$ cat src/rtl/keypad_pkg.sv
// Shared constants, FSM state type and key-map helper for the keypad scanner.
package keypad_pkg;

  localparam int NUM_ROWS = 4;
  localparam int NUM_COLS = 4;

  typedef enum logic [1:0] {
    SCAN,
    PRESS_DB,
    HELD,
    RELEASE_DB
  } key_state_t;

  // Map a (row, column) position to the one-hot code of its hex digit.
  // Rows: r0 = 1 2 3 A, r1 = 4 5 6 B, r2 = 7 8 9 C, r3 = E 0 F D.
  function automatic logic [15:0] key_onehot(input logic [1:0] row_idx,
                                             input logic [1:0] col_idx);
    logic [3:0] digit;
    digit = 4'h0;
    case ({row_idx, col_idx})
      4'h0: digit = 4'h1;
      4'h1: digit = 4'h2;
      4'h2: digit = 4'h3;
      4'h3: digit = 4'hA;
      4'h4: digit = 4'h4;
      4'h5: digit = 4'h5;
      4'h6: digit = 4'h6;
      4'h7: digit = 4'hB;
      4'h8: digit = 4'h7;
      4'h9: digit = 4'h8;
      4'hA: digit = 4'h9;
      4'hB: digit = 4'hC;
      4'hC: digit = 4'hE;
      4'hD: digit = 4'h0;
      4'hE: digit = 4'hF;
      4'hF: digit = 4'hD;
      default: digit = 4'h0;
    endcase
    return 16'h0001 << digit;
  endfunction

endpackage

$ cat src/rtl/keypad_scan_if.sv
// Keypad-side and key-event signals of the scanner, bundled for port use.
interface keypad_scan_if;
  import keypad_pkg::*;

  logic [NUM_ROWS-1:0] row;
  logic [NUM_COLS-1:0] col;
  logic                new_key;
  logic [15:0]         key_pressed_value;

  // master: the scanner itself; slave: the keypad / downstream consumer side.
  modport master (input row, output col, output new_key, output key_pressed_value);
  modport slave  (output row, input col, input new_key, input key_pressed_value);
endinterface

$ cat src/rtl/keypad_scan_ticker.sv
// Free-running divider producing a one-clk scan tick every SCAN_DIV clocks.
module scan_ticker #(
  parameter int SCAN_DIV = 4000
) (
  input  logic clk,
  input  logic reset,
  output logic tick_o
);

  localparam int CW = (SCAN_DIV > 2) ? $clog2(SCAN_DIV) : 1;
  localparam logic [CW-1:0] LAST = CW'(SCAN_DIV - 1);

  logic [CW-1:0] cnt_q;
  logic [CW-1:0] cnt_d;

  // Wrap to zero after the last count, otherwise count up.
  always_comb begin
    cnt_d = (cnt_q == LAST) ? '0 : cnt_q + 1'b1;
  end

  // Divider state register.
  always_ff @(posedge clk or negedge reset) begin
    if (!reset) cnt_q <= '0;
    else        cnt_q <= cnt_d;
  end

  assign tick_o = (cnt_q == LAST);

endmodule

$ cat src/rtl/keypad_scan.sv
// 4x4 keypad scanner: column drive, row synchronizer, press/release debounce,
// and a single new_key strobe with a one-hot code per accepted press.
module keypad_scan
  import keypad_pkg::*;
#(
  parameter int SCAN_DIV     = 4000,
  parameter int DEBOUNCE_CNT = 20
) (
  input  logic          clk,
  input  logic          reset,
  keypad_scan_if.master kp
);

  localparam int CNT_W = $clog2(DEBOUNCE_CNT + 1);
  localparam logic [CNT_W-1:0] DB_MAX  = CNT_W'(DEBOUNCE_CNT);
  localparam logic [CNT_W-1:0] CNT_ONE = CNT_W'(1);

  logic tick;

  scan_ticker #(.SCAN_DIV(SCAN_DIV)) u_ticker (
    .clk    (clk),
    .reset  (reset),
    .tick_o (tick)
  );

  logic [NUM_ROWS-1:0] sync1_q;
  logic [NUM_ROWS-1:0] rs_q;

  // Two-flop synchronizer for the asynchronous row inputs; idle rows read high.
  always_ff @(posedge clk or negedge reset) begin
    if (!reset) begin
      sync1_q <= '1;
      rs_q    <= '1;
    end else begin
      sync1_q <= kp.row;
      rs_q    <= sync1_q;
    end
  end

  key_state_t          state_q;
  logic [NUM_COLS-1:0] col_q;
  logic [1:0]          row_q;
  logic [CNT_W-1:0]    cnt_q;
  logic                new_key_q;
  logic [15:0]         value_q;

  logic [1:0]          low_row;
  logic                any_low;
  logic [1:0]          col_idx;
  logic                cand_low;
  logic [CNT_W-1:0]    cnt_inc;
  logic [NUM_COLS-1:0] col_rot;

  // Lowest-index low row wins when several rows are pressed.
  always_comb begin
    low_row = 2'd0;
    any_low = 1'b0;
    for (int i = NUM_ROWS - 1; i >= 0; i--) begin
      if (!rs_q[i]) begin
        low_row = 2'(i);
        any_low = 1'b1;
      end
    end
  end

  // Index of the single active-low column, plus its rotated successor.
  always_comb begin
    col_idx = 2'd0;
    for (int i = 0; i < NUM_COLS; i++) begin
      if (!col_q[i]) col_idx = 2'(i);
    end
    col_rot  = {col_q[NUM_COLS-2:0], col_q[NUM_COLS-1]};
    cand_low = ~rs_q[row_q];
    cnt_inc  = cnt_q + 1'b1;
  end

  // Scan / debounce FSM; every decision is taken on a scan tick only.
  always_ff @(posedge clk or negedge reset) begin
    if (!reset) begin
      state_q   <= SCAN;
      col_q     <= 4'b1110;
      row_q     <= 2'd0;
      cnt_q     <= '0;
      new_key_q <= 1'b0;
      value_q   <= 16'h0000;
    end else begin
      new_key_q <= 1'b0;
      if (tick) begin
        case (state_q)
          SCAN: begin
            if (!any_low) begin
              col_q <= col_rot;
            end else begin
              row_q <= low_row;
              cnt_q <= CNT_ONE;
              if (DEBOUNCE_CNT == 1) begin
                value_q   <= key_onehot(low_row, col_idx);
                new_key_q <= 1'b1;
                state_q   <= HELD;
              end else begin
                state_q <= PRESS_DB;
              end
            end
          end
          PRESS_DB: begin
            if (cand_low) begin
              cnt_q <= cnt_inc;
              if (cnt_inc == DB_MAX) begin
                value_q   <= key_onehot(row_q, col_idx);
                new_key_q <= 1'b1;
                state_q   <= HELD;
              end
            end else begin
              state_q <= SCAN;
            end
          end
          HELD: begin
            if (!cand_low) begin
              cnt_q <= CNT_ONE;
              if (DEBOUNCE_CNT == 1) begin
                col_q   <= col_rot;
                state_q <= SCAN;
              end else begin
                state_q <= RELEASE_DB;
              end
            end
          end
          RELEASE_DB: begin
            if (!cand_low) begin
              cnt_q <= cnt_inc;
              if (cnt_inc == DB_MAX) begin
                col_q   <= col_rot;
                state_q <= SCAN;
              end
            end else begin
              state_q <= HELD;
            end
          end
          default: state_q <= SCAN;
        endcase
      end
    end
  end

  assign kp.col               = col_q;
  assign kp.new_key           = new_key_q;
  assign kp.key_pressed_value = value_q;

endmodule

$ cat src/flat_wrapper.sv
// flat-port wrapper written by rule: the top's interface ports become plain ports
module keypad_scan_flat import keypad_pkg::*;
#(
  parameter int SCAN_DIV     = 4000,
  parameter int DEBOUNCE_CNT = 20
)
  (clk, reset, kp_row, kp_col, kp_new_key, kp_key_pressed_value);
  keypad_scan_if kp_i ();
  input  logic clk;
  input  logic reset;
  input wire logic [$bits(kp_i.row)-1:0] kp_row;
  output wire logic [$bits(kp_i.col)-1:0] kp_col;
  output wire logic [$bits(kp_i.new_key)-1:0] kp_new_key;
  output wire logic [$bits(kp_i.key_pressed_value)-1:0] kp_key_pressed_value;
  assign kp_i.row = kp_row;
  assign kp_col = kp_i.col;
  assign kp_new_key = kp_i.new_key;
  assign kp_key_pressed_value = kp_i.key_pressed_value;
  keypad_scan #(.SCAN_DIV(SCAN_DIV), .DEBOUNCE_CNT(DEBOUNCE_CNT)) u_core (.clk(clk), .reset(reset), .kp(kp_i));
endmodule
$ cat config.mk
export PLATFORM = sky130hd
export DESIGN_NAME = keypad_scan_flat
export DESIGN_NICKNAME = d
export VERILOG_FILES = /design/src/rtl/keypad_pkg.sv /design/src/rtl/keypad_scan_if.sv /design/src/rtl/keypad_scan_ticker.sv /design/src/rtl/keypad_scan.sv /design/src/flat_wrapper.sv
export SDC_FILE = /design/constraint.sdc
export NUM_CORES = 1
export LEC_CHECK = 0
export CORE_MARGIN = 2
export CORE_UTILIZATION = 24
export DETAILED_ROUTE_END_ITERATION = 8
export GPL_ROUTABILITY_DRIVEN = 0
export GPL_TIMING_DRIVEN = 0
export PLACE_DENSITY = 0.48
export SLEW_MARGIN = 20
export SYNTH_ARGS = -nofsm -noshare
export SYNTH_HDL_FRONTEND = slang
export SYNTH_SLANG_ARGS = --single-unit
$ cat constraint.sdc
create_clock -name clk -period 3.7 [get_ports clk]
set_clock_uncertainty 0.15 [all_clocks]
set_input_delay 0.925 -clock clk [delete_from_list [all_inputs] [get_ports clk]]
set_output_delay 0.925 -clock clk [all_outputs]
set_load 0.01 [all_outputs]
==> results of run 1 <==
==> worst paths after layout <==
| kind | from | to | slack (ns) | cells past startpoint |
|---|---|---|---|---|
| worst max-delay path | u_core.kp.col[2]$_DFFE_PN1P_ | kp_col[2] | 1.18 | 1 |
| worst min-delay path | u_core.sync1_q[1]$_DFF_PN1_ | u_core.rs_q[1]$_DFF_PN1_ | 0.21 | 0 |
| worst max register to register | u_core.kp.col[3]$_DFFE_PN1P_ | u_core.kp.key_pressed_value[7]$_DFFE_PN0P_ | 1.19 | 8 |
| worst min register to register | u_core.sync1_q[1]$_DFF_PN1_ | u_core.rs_q[1]$_DFF_PN1_ | 0.21 | 0 |
| max in group asynchronous | reset | u_core.state_q[0]$_DFFE_PN0P_ | 2.49 | 1 |
| min in group asynchronous | reset | u_core.kp.key_pressed_value[8]$_DFFE_PN0P_ | 0.49 | 1 |
==> final cells by class <==
cell class / count / area [µm²]
Timing Repair Buffer: 26 / 258
Fill cell: 1017 / 6800
Multi-Input combinational cell: 157 / 1040
Inverter: 6 / 22.5
Clock inverter: 1 / 5.00
Clock buffer: 7 / 86.3
Sequential cell: 50 / 1260
Tap cell: 133 / 166
Buffer: 8 / 47.5
==> cells in the mapped netlist (2+ instances only) <==
cell and count:
nand4_1 5, nand3_1 11, and2_1 5, dfrtp_1 39, o22ai_1 2, xnor2_1 4, or3_1 2, xor2_1 3
o21a_1 2, nand2b_1 3, inv_1 6, a22oi_1 2, a21oi_1 11, a22o_1 8, nand2_1 26, clkbuf_1 4
o41ai_1 2, nor3_1 5, and3_1 4, o21ai_1 8, nor4_1 2, buf_2 2, o21ai_0 11, ha_1 4
dfstp_2 11, nor2b_1 2, nor3b_1 2, a21o_1 2, nand3b_4 2, o22a_1 2, buf_6 2, mux2_2 5
nor2_1 9
==> metal layers <==
metal / vias to the layer above / share of wire [%] / track usage (%) / routed length, µm
met5: - / 0 / 0 / 0
met2: 31 / 42 / 13.3 / 1970
met1: 796 / 53 / 13.9 / 2450
met4: 0 / 0.94 / 2.73 / 44
met3: 4 / 4.1 / 2.69 / 193
li1: 865 / - / - / -
==> where the power goes <==
| part | total, mW | switching [mW] | internal (mW) | leakage (nW) |
|---|---|---|---|---|
| sequential | 0.557 | 0.00262 | 0.554 | 0.646 |
| clock | 0.325 | 0.174 | 0.151 | 0.0482 |
| combinational | 0.0209 | 0.0143 | 0.00666 | 0.481 |
| total | 0.903 | 0.191 | 0.712 | 1.18 |
==> state kept, by name, indices dropped and copies added (netlist names), named ones only <==
| name | count |
|---|---|
| u_core.state_q | 1 |
| u_core.cnt_q | 5 |
| u_core.sync1_q | 4 |
| u_core.kp.new_key | 1 |
| u_core.kp.col | 4 |
| u_core.rs_q | 4 |
| u_core.row_q | 2 |
| u_core.u_ticker.cnt_q | 12 |
| u_core.kp.key_pressed_value | 16 |
==> metrics by stage <==
stage | cell area [µm²] | setup WS, ns | util [%] | instances
global route | 2890 | 1.05 | 29.8 | 388
floorplan | 2370 | 1.48 | - | 221
detailed placement | 2800 | 1.24 | 28.9 | 380
finish | 2890 | 1.18 | 29.8 | 388
CTS | 2890 | 1.16 | 29.8 | 388
global placement | 2800 | 0.0313 | 28.9 | 380
==> kinds of logic after synthesis <==
group           share of synthesized area (%)
simple gates                             20.4
compound gates                           14.2
flops                                    53.3
buf+inv                                  2.95
xor+xnor                                 3.27
mux                                      3.74
fa+ha+maj                                2.11
==> impl_metrics.env, run 1 <==
export IMPL_status="finished, final reports clean"
export IMPL_io_buffers=26
export IMPL_dp_hpwl_um=3290
export IMPL_rsz0062_at_grt="false"
export IMPL_yosys_top_cells_area="dfrtp_1, dfstp_2, nand2_1, a22o_1, mux2_2"
export IMPL_power_density_nw_per_um2=312
export IMPL_vias_per_cell=4.37
export IMPL_drt_iter0_markers=74
export IMPL_drive_gt1_share_pct=14.5
export IMPL_required_ns=2.62
export IMPL_drv_slew=0
export IMPL_final_common_cell="dfrtp_1"
export IMPL_drc_errors=0
export IMPL_path_class="register to primary output"
export IMPL_synth_edff_count=0
export IMPL_end_kind="primary output"
export IMPL_synth_seq_area_share_pct=53.3
export IMPL_cts_buffers=5
export IMPL_ctsRootBufferMaster="clkbuf_8"
export IMPL_clkTransAtPathRegs_ns=0.08
export IMPL_ir_drop_mv=0.153
export IMPL_cts_sinks=50
export IMPL_synthDistinctLibCells=46
export IMPL_avgSynthCellArea_um2=10.7
export IMPL_crit_chain="clkdlybuf4s50_1"
export IMPL_tightest_slew_ns=0.833
export IMPL_dr_pass1_iters=4
export IMPL_ys_ff_latch=50
export IMPL_ant_nets=0
export IMPL_finalSetupViolations=0
export IMPL_crit_path_start_kind="register"
export IMPL_synth_main_ff_cell="dfrtp_1"
export IMPL_die_y_um=103
export IMPL_grt_max_degree=51
export IMPL_max_stage_delay_ns=0.60
export IMPL_fp_row_count=36
export IMPL_finalHoldViolCount=0
export IMPL_cts_hold_buf=0
export IMPL_overflow=0
export IMPL_power_mw=0.903
export IMPL_grt_usage_pct=9.41
export IMPL_cp_slowest_cell="dfstp_2"
export IMPL_syn_to_final_growth_pct=21.7
export IMPL_core_area_um2=9680
export IMPL_diodes=0
export IMPL_worstPathArrival_ns=1.44
export IMPL_hold_ws_ns=0.209
export IMPL_period_needed_ns=2.52
export IMPL_clock_latency_ns=0.30
export IMPL_dr_total_vias=1696
export IMPL_post_cts_buffers=0
export IMPL_drv_cap=0
export IMPL_io_pins=27
export IMPL_yosys_area_top_type_share_pct=41.1
export IMPL_cts_buffer_depth=2
export IMPL_wirelength_um=4660
export IMPL_grt_pass1_vias=1565
export IMPL_min_path_type="register to register"
export IMPL_setup_tns_ns=0
export IMPL_path_max_fanout=7
export IMPL_period_share_pct=68.0
export IMPL_critical_path_buf_inv_count=1
export IMPL_leakagePower_nw=1.18
export IMPL_fmax_ghz=0.397
export IMPL_fin_nets=264
export IMPL_maxSlewHeadroom_pct=44.5
export IMPL_cts_tree="yes"
export IMPL_synth_fp_nets=231
export IMPL_synth_warnings=0
export IMPL_die_area_um2=10700
export IMPL_wl_per_cell_um=12.0
export IMPL_cts_resized=0
export IMPL_start_util_pct=24.5
export IMPL_antenna_found_initial=0
export IMPL_layout_common_cells="dfrtp_1, nand2_1, clkdlybuf4s50_1"
export IMPL_synth_area_um2=2370
export IMPL_postSynthCellCount=221
export IMPL_htreeDepth=2
export IMPL_grt_pass1_wl_um=7780
export IMPL_cp_top_family="flip-flops"
export IMPL_fp_dieW_um=103
export IMPL_synth_async_reset_ratio_pct=100
export IMPL_synth_top_area_cell="dfrtp_1"
Power figures use the tool's default switching activity.
==> inputs of run 2 (changes only) <==
- clock period: 3.7 -> 2.35 ns (I/O delays scaled with it)
==> run 2 against run 1 <==
- sequential power increased by 57%
- setup slack worse by 1.1 ns
- largest cell class unchanged
- worst hold slack got worse by 0.053 ns
- sequential share of layout area shrank 0.83 points
- die area is the same
- final area rose by 2.0%
- final cell count is 0.26% higher
- first-iteration DRC count rose by 4.1%
- power is 58% higher
==> impl_metrics.env, run 2 (synthesis gave the netlist of run 1 again) <==
export IMPL_status="finished, final reports clean"
export IMPL_rsz0062_at_grt="false"
export IMPL_wirelength_um=4650
export IMPL_seq_area_um2=1270
export IMPL_vias_per_cell=4.38
export IMPL_layout_common_cells="dfrtp_1, nand2_1, clkdlybuf4s50_1"
export IMPL_crit_path_start_kind="register"
export IMPL_reg2reg_slack_ns=0.1
export IMPL_grt_max_degree=51
export IMPL_path_max_fanout=5
export IMPL_start_util_pct=24.5
export IMPL_post_place_cells=380
export IMPL_multi_input_area_um2=1080
export IMPL_cts_hold_buf=0
export IMPL_fp_row_count=36
export IMPL_clock_latency_ns=0.30
export IMPL_path_class="register to primary output"
export IMPL_rr_worst_depth=5
export IMPL_cts_buffers=5
export IMPL_io_buffers=26
export IMPL_drive_gt1_share_pct=18.4
export IMPL_dr_pass1_iters=4
export IMPL_antenna_found_initial=0
export IMPL_dr_total_vias=1704
export IMPL_max_stage_delay_ns=0.58
export IMPL_power_density_nw_per_um2=485
export IMPL_period_share_pct=95.8
export IMPL_syn_to_final_growth_pct=24.2
export IMPL_crit_chain="buf_4 > clkdlybuf4s50_1"
export IMPL_stdcell_count=389
export IMPL_period_needed_ns=2.25
export IMPL_leakagePower_nw=1.21
export IMPL_ir_drop_mv=0.247
export IMPL_fin_nets=265
export IMPL_r2r_start="u_core.row_q[0]$_DFFE_PN0P_"
export IMPL_cts_tree="yes"
export IMPL_largest_reg_flops=16
export IMPL_htreeDepth=2
export IMPL_drv_slew=0
export IMPL_ant_nets=0
export IMPL_diodes=0
export IMPL_core_area_um2=9680
export IMPL_fp_dieW_um=103
export IMPL_drt_iter0_markers=77
export IMPL_drv_cap=0
export IMPL_finalHoldViolCount=0
export IMPL_grt_pass1_wl_um=7790
export IMPL_required_ns=1.61
export IMPL_min_path_type="input pin to asynchronous set/reset pin"
export IMPL_io_pins=27
export IMPL_drc_errors=0
export IMPL_fmax_ghz=0.444
export IMPL_dp_hpwl_um=3290
export IMPL_power_mw=1.43
export IMPL_wl_per_cell_um=11.9
export IMPL_finalSetupViolations=0
export IMPL_cts_buffer_depth=2
export IMPL_die_y_um=103
export IMPL_worstPathArrival_ns=1.51
export IMPL_maxSlewHeadroom_pct=58.1
export IMPL_cp_slowest_cell="dfstp_2"
export IMPL_grt_pass1_vias=1564
export IMPL_die_area_um2=10700
export IMPL_cts_sinks=50
export IMPL_ctsRootBufferMaster="clkbuf_8"
export IMPL_crit_reg2reg_capture="u_core.kp.key_pressed_value[13]$_DFFE_PN0P_"
export IMPL_tightest_slew_ns=0.629
export IMPL_end_kind="primary output"
export IMPL_clkTransAtPathRegs_ns=0.09
export IMPL_final_common_cell="dfrtp_1"
export IMPL_overflow=0
export IMPL_grt_usage_pct=9.41
export IMPL_fillers=1022
run 2: cell types whose count changed in the layout (fill, tap and decap cells not counted), sizes merged:
| cell | delta |
|---|---|
| clkbuf | -2 |
| buf | +3 |
run 2: how the worst max path moves through the flow:
stage	from	endpoint	cells after the start
2_1_floorplan	u_core.kp.col[3]$_DFFE_PN1P_	u_core.kp.key_pressed_value[3]$_DFFE_PN0P_	8
3_3_place_gp	reset	u_core.cnt_q[1]$_DFFE_PN0P_	1
3_5_place_dp	u_core.kp.col[3]$_DFFE_PN1P_	u_core.kp.key_pressed_value[7]$_DFFE_PN0P_	8
4_1_cts	u_core.kp.col[2]$_DFFE_PN1P_	u_core.kp.key_pressed_value[7]$_DFFE_PN0P_	9
5_1_grt	u_core.kp.col[2]$_DFFE_PN1P_	u_core.kp.key_pressed_value[3]$_DFFE_PN0P_	9
6_report	u_core.kp.col[2]$_DFFE_PN1P_	kp_col[2]	2
run 2: cell type report:
type	count	share of cell area, %
Inverter	6	0.764
Multi-Input combinational cell	157	36.7
Clock inverter	1	0.170
Tap cell	133	5.65
Timing Repair Buffer	28	9.25
Clock buffer	7	2.93
Buffer	7	1.61
Sequential cell	50	43.0
run 2: critical path, delay by kind of cell (launching register included):
kind | cells | cell delay [ns]
flops | 1 | 0.58
buf+inv | 2 | 0.64
run 2: through the flow:
| step | utilization (%) | instance area, µm² | hold WS, ns | setup TNS [ns] | worst slack [ns] |
|---|---|---|---|---|---|
| 4_1_cts | 29.9 | 2890 | 0.181 | -0.00200 | -0.00200 |
| 3_3_place_gp | 28.9 | 2800 | 0.197 | -43.94 | -0.981 |
| 3_5_place_dp | 28.9 | 2800 | 0.197 | -0.744 | -0.107 |
| 5_1_grt | 30.4 | 2950 | 0.200 | 0 | 0.0101 |
| 6_report | 30.4 | 2950 | 0.156 | 0 | 0.0980 |
| 2_1_floorplan | - | 2370 | 0.142 | 0 | 0.128 |
run 2: what timing repair did:
item	CTS	global route
endpoints found under the setup margin	17	22
resized for setup	2	13
pin swaps	0	2
cloned	0	0
buffers inserted	0	2
run 2: routing by layer:
layer / routed length [µm] / GRT usage [%] / up-vias / share of wire (%)
met5: 0 / 0 / - / 0
met4: 44 / 2.73 / 0 / 0.95
met3: 184 / 2.69 / 4 / 4.0
met2: 1970 / 13.2 / 30 / 42
met1: 2440 / 14.0 / 805 / 53
li1: - / - / 865 / -
run 2: power by group:
part | internal (mW) | switching [mW] | total, mW
registers | 0.873 | 0.00411 | 0.877
logic | 0.0114 | 0.0230 | 0.0344
clock network | 0.238 | 0.280 | 0.518
total | 1.12 | 0.307 | 1.43
==> inputs of run 3 (changes only) <==
- SETUP_SLACK_MARGIN: not set -> 0.3
==> run 3 against run 2 <==
- first-iteration DRC count is 7.8% lower
- fmax rose by 7.2%
- combinational power increased by 41%
- critical path type is now register to register
==> impl_metrics.env, run 3 (synthesis gave the netlist of run 1 again) <==
export IMPL_cts_buffers=5
export IMPL_finalInstanceArea_um2=3370
export IMPL_r2r_start="u_core.kp.col[2]$_DFFE_PN1P_"
export IMPL_leakagePower_nw=1.43
export IMPL_dp_slack_ns=-0.0302
export IMPL_antenna_found_initial=0
export IMPL_ir_drop_mv=0.216
export IMPL_stdcell_count=419
export IMPL_drive_gt1_share_pct=37.4
export IMPL_fillers=986
export IMPL_power_density_nw_per_um2=455
export IMPL_setup_tns_ns=0
export IMPL_clkTransAtPathRegs_ns=0.10
export IMPL_worstPathArrival_ns=2.20
export IMPL_status="finished, final reports clean"
export IMPL_vias_per_cell=4.48
export IMPL_core_area_um2=9680
export IMPL_fin_ws_ns=0.249
export IMPL_die_area_um2=10700
export IMPL_dr_pass1_iters=4
export IMPL_drt_iter0_markers=71
export IMPL_grt_usage_pct=10.2
export IMPL_period_needed_ns=2.10
export IMPL_dr_total_vias=1876
export IMPL_final_util_pct=34.8
export IMPL_wirelength_um=5220
export IMPL_ant_nets=0
export IMPL_drv_slew=0
export IMPL_period_share_pct=89.4
export IMPL_rsz0062_at_grt="true"
export IMPL_dp_hpwl_um=3320
export IMPL_tightest_slew_ns=0.651
export IMPL_finalHoldViolCount=0
export IMPL_crit_reg2reg_capture="u_core.kp.key_pressed_value[3]$_DFFE_PN0P_"
export IMPL_final_common_cell="dfrtp_1"
export IMPL_overflow=0
export IMPL_path_max_fanout=4
export IMPL_htreeDepth=2
export IMPL_fp_dieW_um=103
export IMPL_drv_cap=0
export IMPL_multi_input_area_um2=1200
export IMPL_start_util_pct=24.5
export IMPL_clock_latency_ns=0.30
export IMPL_syn_to_final_growth_pct=42.2
export IMPL_ctsRootBufferMaster="clkbuf_8"
export IMPL_reg2reg_slack_ns=0.25
export IMPL_power_mw=1.53
export IMPL_layout_common_cells="dfrtp_1, buf_4, nand2_1"
export IMPL_diodes=0
export IMPL_finalSetupViolations=0
export IMPL_cts_buffer_depth=2
export IMPL_fmax_ghz=0.476
export IMPL_min_path_type="input pin to asynchronous set/reset pin"
export IMPL_path_class="register to register"
export IMPL_postPlaceCellArea_um2=2800
export IMPL_cts_tree="yes"
export IMPL_post_place_cells=380
export IMPL_seq_area_um2=1270
export IMPL_grt_pass1_wl_um=8640
export IMPL_rr_worst_depth=9
export IMPL_die_y_um=103
export IMPL_io_buffers=26
export IMPL_io_pins=27
export IMPL_wl_per_cell_um=12.5
export IMPL_largest_reg_flops=16
export IMPL_cts_sinks=50
export IMPL_fin_nets=295
export IMPL_maxSlewHeadroom_pct=56.6
export IMPL_fp_row_count=36
export IMPL_required_ns=2.45
export IMPL_grt_max_degree=51
export IMPL_drc_errors=0
export IMPL_crit_path_start_kind="register"
export IMPL_hold_ws_ns=0.148
export IMPL_grt_pass1_vias=1823
export IMPL_end_kind="register"
-- run 3: repair_timing --
item                                    CTS  global route
buffers inserted                         22             8
endpoints found under the setup margin   30            26
pin swaps                                20            14
hold buffers                              0             0
resized for setup                        34            29
endpoints found under the hold margin     0             0
gates cloned                              0             1
-- run 3: worst max-delay path by stage --
stage                                       start                                         end  slack (ns)
6_report             u_core.kp.col[2]$_DFFE_PN1P_  u_core.kp.key_pressed_value[3]$_DFFE_PN0P_        0.25
5_1_grt              u_core.kp.col[2]$_DFFE_PN1P_  u_core.kp.key_pressed_value[7]$_DFFE_PN0P_        0.13
4_1_cts              u_core.kp.col[2]$_DFFE_PN1P_  u_core.kp.key_pressed_value[7]$_DFFE_PN0P_        0.23
3_5_place_dp   u_core.u_ticker.cnt_q[0]$_DFF_PN0_                u_core.kp.col[0]$_DFFE_PN0P_       -0.03
3_3_place_gp                                reset  u_core.kp.key_pressed_value[8]$_DFFE_PN0P_        -1.0
2_1_floorplan        u_core.kp.col[2]$_DFFE_PN1P_  u_core.kp.key_pressed_value[3]$_DFFE_PN0P_        0.25
-- run 3: area by class of cell --
| class | count | share of cell area [%] |
|---|---|---|
| well taps | 133 | 4.93 |
| clock buffers | 5 | 2.04 |
| repair buffers | 57 | 15.6 |
| plain buffers | 8 | 2.30 |
| flip-flops and latches | 50 | 37.6 |
| multi-input cells | 157 | 35.6 |
| inverters | 6 | 0.667 |
| clock inverters | 3 | 1.19 |
-- run 3: critical path, cell delays in order (launching register included) --
cell	delay, ns
dfstp_2	0.56
nand2b_1	0.08
nand2_2	0.08
inv_2	0.05
ha_4	0.15
mux2_2	0.25
o22a_1	0.18
and2_4	0.16
nor3_4	0.22
a22o_1	0.15
-- run 3: report_power, final --
group / switching, mW / internal [mW]
clock network: 0.296 / 0.314
registers: 0.00339 / 0.873
logic: 0.0278 / 0.0205
-- run 3: layer usage --
| layer | track usage, % | part of all wire (%) |
|---|---|---|
| met4 | 2.73 | 0.92 |
| met1 | 13.8 | 47 |
| met3 | 2.69 | 4.5 |
| met5 | 0 | 0 |
| met2 | 16.3 | 47 |
